**config.mk**
```make
export PLATFORM = sky130hd
export DESIGN_NAME = debounce
export DESIGN_NICKNAME = d
export VERILOG_FILES = /design/src/rtl/debounce_pkg.sv /design/src/rtl/sync_2ff.sv /design/src/rtl/debounce.sv
export SDC_FILE = /design/constraint.sdc
export NUM_CORES = 1
export LEC_CHECK = 0
export CORE_AREA = 2 2 39 41
export CTS_CLUSTER_DIAMETER = 60
export DETAILED_ROUTE_END_ITERATION = 8
export DIE_AREA = 0 0 41 43
export PLACE_DENSITY = 0.47
export SLEW_MARGIN = 10
export SYNTH_ARGS = -nofsm -noshare
export SYNTH_HDL_FRONTEND = slang
export SYNTH_SLANG_ARGS = --single-unit
```
**constraint.sdc**
```tcl
create_clock -name clk -period 2.5 [get_ports clk]
set_input_delay 0.5 -clock clk [delete_from_list [all_inputs] [get_ports clk]]
set_output_delay 0.5 -clock clk [all_outputs]
set_load 0.01 [all_outputs]
```
**src/rtl/debounce_pkg.sv**
```systemverilog
// Shared types and defaults for the switch debouncer.
// The FSM state encoding and the tick-counter width rule live here.
package debounce_pkg;

  typedef enum logic [1:0] {ZERO, WAIT1, ONE, WAIT0} db_state_t;

  localparam int K_DEFAULT = 3;

  // Counter width for K: $clog2(K), but never narrower than one bit.
  function automatic int cnt_width(input int k);
    if ($clog2(k) < 1) begin
      return 1;
    end else begin
      return $clog2(k);
    end
  endfunction

endpackage

```
**src/rtl/sync_2ff.sv**
```systemverilog
// Two-flop synchronizer for an asynchronous single-bit pad input.
// Both stages clear to 0 on reset.
module sync_2ff (
  input  logic clk,
  input  logic rst,
  input  logic d,
  output logic q
);

  logic s1_r;

  // Metastability chain: d -> s1_r -> q
  always_ff @(posedge clk or posedge rst) begin
    if (rst) begin
      s1_r <= 1'b0;
      q    <= 1'b0;
    end else begin
      s1_r <= d;
      q    <= s1_r;
    end
  end

endmodule

```
**src/rtl/debounce.sv**
```systemverilog
// Switch debouncer: synchronizes sw, then accepts a new level only after it
// has held for K consecutive ticks. Outputs a clean level and edge pulses.
module debounce
  import debounce_pkg::*;
#(
  parameter int K  = K_DEFAULT,
  parameter int CW = cnt_width(K)
) (
  input  logic clk,
  input  logic rst,
  input  logic tick,
  input  logic sw,
  output logic db_level,
  output logic db_rise,
  output logic db_fall
);

  localparam logic [CW-1:0] CNT_LAST = CW'(K - 1);
  localparam logic [CW-1:0] CNT_ONE  = CW'(1);

  logic            sw_sync_s;
  db_state_t       state_r;
  db_state_t       state_next_s;
  logic [CW-1:0]   cnt_r;
  logic [CW-1:0]   cnt_next_s;
  logic            level_next_s;
  logic            rise_next_s;
  logic            fall_next_s;

  sync_2ff u_sync (
    .clk (clk),
    .rst (rst),
    .d   (sw),
    .q   (sw_sync_s)
  );

  // Next-state and counter logic; an abort always beats a same-cycle tick
  always_comb begin
    state_next_s = state_r;
    cnt_next_s   = cnt_r;
    case (state_r)
      ZERO: begin
        if (sw_sync_s) begin
          state_next_s = WAIT1;
          cnt_next_s   = {CW{1'b0}};
        end else begin
          state_next_s = ZERO;
        end
      end
      WAIT1: begin
        if (!sw_sync_s) begin
          state_next_s = ZERO;
        end else if (tick) begin
          if (cnt_r == CNT_LAST) begin
            state_next_s = ONE;
          end else begin
            cnt_next_s = cnt_r + CNT_ONE;
          end
        end else begin
          state_next_s = WAIT1;
        end
      end
      ONE: begin
        if (!sw_sync_s) begin
          state_next_s = WAIT0;
          cnt_next_s   = {CW{1'b0}};
        end else begin
          state_next_s = ONE;
        end
      end
      WAIT0: begin
        if (sw_sync_s) begin
          state_next_s = ONE;
        end else if (tick) begin
          if (cnt_r == CNT_LAST) begin
            state_next_s = ZERO;
          end else begin
            cnt_next_s = cnt_r + CNT_ONE;
          end
        end else begin
          state_next_s = WAIT0;
        end
      end
      default: begin
        state_next_s = ZERO;
        cnt_next_s   = {CW{1'b0}};
      end
    endcase
  end

  // Outputs are decoded from the next state so they register alongside it
  always_comb begin
    level_next_s = (state_next_s == ONE) || (state_next_s == WAIT0);
    rise_next_s  = (state_r == WAIT1) && (state_next_s == ONE);
    fall_next_s  = (state_r == WAIT0) && (state_next_s == ZERO);
  end

  // State, counter and output registers
  always_ff @(posedge clk or posedge rst) begin
    if (rst) begin
      state_r  <= ZERO;
      cnt_r    <= {CW{1'b0}};
      db_level <= 1'b0;
      db_rise  <= 1'b0;
      db_fall  <= 1'b0;
    end else begin
      state_r  <= state_next_s;
      cnt_r    <= cnt_next_s;
      db_level <= level_next_s;
      db_rise  <= rise_next_s;
      db_fall  <= fall_next_s;
    end
  end

endmodule

```
==> qor.csv, run 1 <==
metric,value,unit
outcome,"finished, final reports clean",
rsz0062_at_grt,no,
htree_levels,1,
slew_viol_final,0,
vias_per_cell,4.69,
grt_max_degree,10,
cts.repair.resized,0,
synth_top_area_share,60.0,%
timing.rr.start,cnt_r[0],
post-route-util,34.8,%
cts_num_sinks,9,
grt.busiest_layer,met2,
yosys-top-cells-area,"dfrtp_1 60%, mux2_2 6.0%, o311ai_2 4.3%",
crit_path_cell_trace,clkdlybuf4s50_1,
arrival,1.13,ns
ys_seq_elements,9,
initial_utilization,27.1,%
p_per_area,955,nW/um^2
cts_hold_buf,0,
wirelength,675,um
clock.fmax,613,MHz
die_height,43,um
tritoncts,built,
fin_crit,1.63,ns
post-dp-hpwl,522,um
power,0.000460,W
end_kind,output port,
num_rows,14,
cts_buffer_depth,2,
fp.dieW,41,um
critical_path.startpoint,db_level,
die_area,1760,sq um
crit_path_start_kind,flop,
setup_slack,0.870,ns
drcViolationCount,0,
ir_drop,390,uV
wl_per_cell,12.5,um
fin_skew,0.00109,ns
met3_usage,3.14,%
grt_pass1_vias,293,
p_int,0.000320,W
yosysSeqAreaShare,60.0,%
yosysUniqueCellTypes,15,
postPlaceCellArea,455,sq um
globalplace.congestion,0.684,
num_vias,253,
synth_commonest_cells,"9 x dfrtp_1, 3 x inv_1, 2 x mux2_2, 2 x nand3_1, 2 x nor3b_1",
coreArea,1380,sq um
track_usage,11.3,%
cp_slowest_cell,clkdlybuf4s50_1,
drive_gt1_share,21.1,%
switching_power,0.000140,W
worst_slew_pin_slew,0.351,ns
overflow,0,
pre_cts_ws,0.785,ns
fin_crit_sh,65.2,%
ys.flop_type,dfrtp_1,
root_buffer,clkbuf_4,
clkTransAtPathRegs,0.06,ns
final_cell_area,482,sq um
yosysMostFrequentCell,dfrtp_1,
max_cap_viol_count,0,
met2_usage,16.6,%
critical_path_required,2.00,ns
p_leak,0.209,nW
clock_latency,0.26,ns
antenna_cells,0,
cp_max_fo,1,
p_sw_share,30.4,%
grt_pass1_wl,1.22,mm
cp_num_buf_inv,1,
min_from,u_sync.s1_r,
synth_edf_count,0,
portBuffers,6,
clkPwrFrac,24.5,%
seq_power_share,46.9,%
share_comb_of_total_power,28.6,%
cts_setup_buffers,0,
firstDrtPassIters,4,
setup_violations,0,
antenna_found_initial,0,
use_met1,11.4,%
slew_headroom,76.6,%
ant_nets,0,
hold_viol,0,
fin_setup_tns,0,ns
synthCells,28,
fin_nets,44,
pin_count,7,
crit_path_max_incr_delay,0.53,ns
synth_area,375,sq um
dr.first_iter.drc_count,1,
ys_warn_count,0,
avgSynthCellArea,13.4,sq um
critPathTopFamily,buffers and inverters,
fill_cells,132,
hold_class,flop to flop,
synth-async-reset-ratio,100,%
numCtsBuffers,3,
syn_to_final_growth,28.3,%
syn-num-nets,33,
synth_largest_area_cell,dfrtp_1,
criticalPathCategory,flop to output port,
worst reg2reg max path: cells and delay by family (launching register included):
family,cells,cell delay [ns]
compound gates,1,0.23
flops,1,0.40
simple gates,2,0.40
fa+ha+maj,1,0.22
buf+inv,1,0.06
worst paths after layout:
path	to	slack (ns)	depth (start not counted)
max in group asynchronous	cnt_r[0]	1.75	2
min reg2reg	u_sync.q	0.36	0
min	u_sync.q	0.36	0
min in group asynchronous	cnt_r[1]	0.50	2
max reg2reg	cnt_r[0]	1.10	5
max	db_level	0.87	1
stage by stage:
step	hold WS, ns	instances
2_1_floorplan	0.328	28
3_3_place_gp	0.339	50
3_5_place_dp	0.346	50
4_1_cts	0.361	54
5_1_grt	0.362	54
6_report	0.356	54
placed cells by master (no fill, tap or decap), types with 2 or more instances in the layout:
cell type and instances:
nand3_1 2, dfrtp_1 9, nor3b_1 2, inv_1 3, clkdlybuf4s50_1 6, clkbuf_4 3
mux2_2 2
cells by family after synthesis:
family,after synthesis,share of synthesized area [%]
simple gates,9,17.0
xor+xnor,1,2.33
compound gates,3,8.34
flops,9,60.0
fa+ha+maj,1,3.33
mux,2,6.00
buf+inv,3,3.00
cell type report:
type	count	area (sq um)	area share [%]
clock buffer	4	26.3	5.45
inverter	3	11.3	2.34
multi-input combinational	16	139	28.8
timing repair buffer	6	60.1	12.5
tap	16	20.0	4.16
sequential	9	225	46.8
power by group through the flow:
| stage | logic (W) | registers [W] | clock network, W |
|---|---|---|---|
| finish | 0.000132 | 0.000216 | 0.000113 |
| CTS | 0.000136 | 0.000216 | 0.000120 |
| global route | 0.000147 | 0.000223 | 0.000127 |
| global placement | 0.000129 | 0.000215 | 0 |
| detailed placement | 0.000135 | 0.000219 | 0 |
| floorplan | 0.0000902 | 0.000214 | 0 |
state kept, by name, summed over array words and instances (netlist names):
signal       count
u_sync.s1_r      1
db_fall          1
u_sync.q         1
db_level         1
db_rise          1
state_r          2
cnt_r            2
layer usage:
metal / share of wire (%) / up-vias / routed length [um]
li1: - / 117 / -
met1: 34 / 122 / 230
met2: 55 / 9 / 371
met3: 5.2 / 5 / 35
met4: 5.6 / 0 / 38
met5: 0 / - / 0
Note: power is estimated with default switching activity, not from simulation.
==> run 2, diff against run 1 <==
--- a/config.mk
+++ b/config.mk
@@ -9,7 +9,7 @@
 export CTS_CLUSTER_DIAMETER = 60
 export DETAILED_ROUTE_END_ITERATION = 8
 export DIE_AREA = 0 0 41 43
-export PLACE_DENSITY = 0.47
+export PLACE_DENSITY = 0.49
 export SLEW_MARGIN = 10
 export SYNTH_ARGS = -nofsm -noshare
 export SYNTH_HDL_FRONTEND = slang
==> constraint.sdc (replaced) <==
create_clock -name clk -period 1.3 [get_ports clk]
set_input_delay 0.26 -clock clk [delete_from_list [all_inputs] [get_ports clk]]
set_output_delay 0.26 -clock clk [all_outputs]
set_load 0.01 [all_outputs]
==> run 2 against run 1 <==
  * Cell area rose by 10%
  * Largest power group unchanged
  * Non-clock buffer count rose by 3
  * The run now ends with setup timing left
  * Via count fell by 0.40%
==> qor.csv, run 2 (same netlist as run 1, synthesis figures left out) <==
metric,value,unit,change
outcome,finished with violations,,
violations,setup timing,,
multi_input_area,169,sq um,+22%
final_cell_mix,"9 x dfrtp_1, 3 x clkbuf_4, 3 x clkdlybuf4s50_1, 3 x dlygate4sd2_1, 3 x buf_4",,
cts_hold_buf,0,,unchanged
p_per_area,1900,nW/um^2,+98%
worst_slew_pin_slew,0.332,ns,-0.0185 ns
fin_crit_sh,101,%,
htree_levels,1,,unchanged
cts_buffer_depth,2,,unchanged
coreArea,1380,sq um,unchanged
hold-worst-slack,0.251,ns,-0.105 ns
dr.first_iter.drc_count,3,,+2
die_area,1760,sq um,unchanged
setup_slack,-0.0115,ns,-0.881 ns
drive_gt1_share,39.0,%,+18 points
grt_max_degree,10,,unchanged
cp_max_fo,3,,+2
die_height,43,um,unchanged
p_int,0.000676,W,+110%
criticalPathCategory,flop to flop,,
slew_headroom,77.8,%,+1.2 points
wirelength,714,um,+5.8%
ir_drop,819,uV,+110%
grt_pass1_vias,281,,-4.1%
crit_path_start_kind,flop,,
fin_skew,0.00300,ns,+0.00191 ns
initial_utilization,27.1,%,unchanged
hold_class,input port to asynchronous set/reset pin,,
seq_power_share,40.3,%,-6.6 points
crit_path_cell_trace,ha_4 > nand2b_4 > buf_4 > a22oi_1 > o31ai_2,,
critical_path.startpoint,cnt_r[1],,
ant_nets,0,,unchanged
tritoncts,built,,
max_cap_viol_count,0,,unchanged
antenna_cells,0,,unchanged
numCtsBuffers,3,,unchanged
num_vias,252,,-0.40%
cp_slowest_cell,dfrtp_1,,
fin_crit,1.31,ns,
track_usage,10.7,%,-0.56 points
pre_cts_ws,-0.116,ns,-0.900 ns
clkTransAtPathRegs,0.07,ns,about the same
drcViolationCount,0,,unchanged
layout_commonest_cell,dfrtp_1,,
arrival,1.45,ns,+0.32 ns
clock_latency,0.26,ns,about the same
rsz0062_at_grt,yes,,
firstDrtPassIters,2,,-2
critical_path_required,1.44,ns,-0.56 ns
clkPwrFrac,22.0,%,-2.5 points
syn_to_final_growth,41.7,%,
regArea,225,sq um,unchanged
p_leak,0.247,nW,+18%
crit_path_max_incr_delay,0.42,ns,-0.11 ns
portBuffers,6,,unchanged
grt_pass1_wl,1.13,mm,-7.4%
antenna_found_initial,0,,unchanged
fin_nets,47,,+6.8%
wl_per_cell,12.5,um,+0.21%
globalplace.congestion,0.723,,+5.7%
num_rows,14,,unchanged
pin_count,7,,unchanged
setup_violations,1,,+1
top_regs,"cnt_r x2, state_r x2",,
switching_power,0.000332,W,+140%
hold_viol,0,,unchanged
p_sw_share,32.9,%,+2.5 points
share_comb_of_total_power,37.8,%,+9.2 points
fp.dieW,41,um,unchanged
timing.rr.start,cnt_r[1],,
cts_num_sinks,9,,unchanged
clock.fmax,762,MHz,
slew_viol_final,0,,unchanged
overflow,0,,unchanged
end_kind,flop,,
root_buffer,clkbuf_4,,
vias_per_cell,4.42,,-5.6%
fill_cells,135,,+2.3%
run 2: power groups by stage:
| stage | sequential [W] | clock [W] | combinational (W) |
|---|---|---|---|
| floorplan | 0.000411 | 0 | 0.000173 |
| global placement | 0.000405 | 0 | 0.000272 |
| detailed placement | 0.000407 | 0 | 0.000276 |
| CTS | 0.000401 | 0.000232 | 0.000343 |
| global route | 0.000419 | 0.000250 | 0.000407 |
| finish | 0.000406 | 0.000221 | 0.000381 |
run 2: path summary, 6_finish.rpt:
path                                    to  cells after the start  slack [ns]
worst max-delay path              cnt_r[1]                      5       -0.01
worst min register to register    u_sync.q                      0        0.35
min in group clk                  u_sync.q                      0        0.35
max in group asynchronous       state_r[0]                      2        0.80
worst max register to register    cnt_r[1]                      5       -0.01
worst min-delay path               db_fall                      2        0.25
run 2: area by class of cell:
cell class | instances | share of cell area (%)
Tap cell | 16 | 3.76
Multi-Input combinational cell | 16 | 31.8
Sequential cell | 9 | 42.4
Inverter | 3 | 2.12
Timing Repair Buffer | 9 | 14.8
Clock buffer | 3 | 4.24
Clock inverter | 1 | 0.941
run 2: critical path, delay by kind of cell (launching register included):
family	cells	cell delay (ns)
compound gates	2	0.33
fa+ha+maj	1	0.18
flops	1	0.42
buf+inv	1	0.13
simple gates	1	0.13
run 2: routing by layer:
| layer | routed length [um] | global-route usage, % | part of all wire [%] |
|---|---|---|---|
| met1 | 291 | 10.9 | 41 |
| met2 | 363 | 14.4 | 51 |
| met3 | 47 | 9.42 | 6.6 |
| met4 | 12 | 6.00 | 1.7 |
| met5 | 0 | 0 | 0 |
run 2: stage by stage:
step	std cells	utilization [%]	power, W	TNS, ns	instance area (sq um)
after detailed placement	51	33.5	0.000683	-0.439	463
after floorplan	28	-	0.000585	0	375
after global placement	51	33.5	0.000677	-0.417	463
after CTS	57	37.3	0.000976	-0.0559	517
after global routing	57	38.4	0.00108	-0.120	532
final	57	38.4	0.00101	-0.0115	532
run 2: timing repair:
item / 4_1_cts / 5_1_grt
cloned: 0 / 0
endpoints found under the setup margin: 5 / 5
resized for setup: 6 / 3
setup buffers: 2 / 0
pin swaps: 2 / 1
==> run 3, diff against run 2 <==
--- a/config.mk
+++ b/config.mk
@@ -5,6 +5,7 @@
 export SDC_FILE = /design/constraint.sdc
 export NUM_CORES = 1
 export LEC_CHECK = 0
+export CAP_MARGIN = 20
 export CORE_AREA = 2 2 39 41
 export CTS_CLUSTER_DIAMETER = 60
 export DETAILED_ROUTE_END_ITERATION = 8
==> results of run 3 <==
The final DEF is identical to that of run 2; final timing and power are the same.
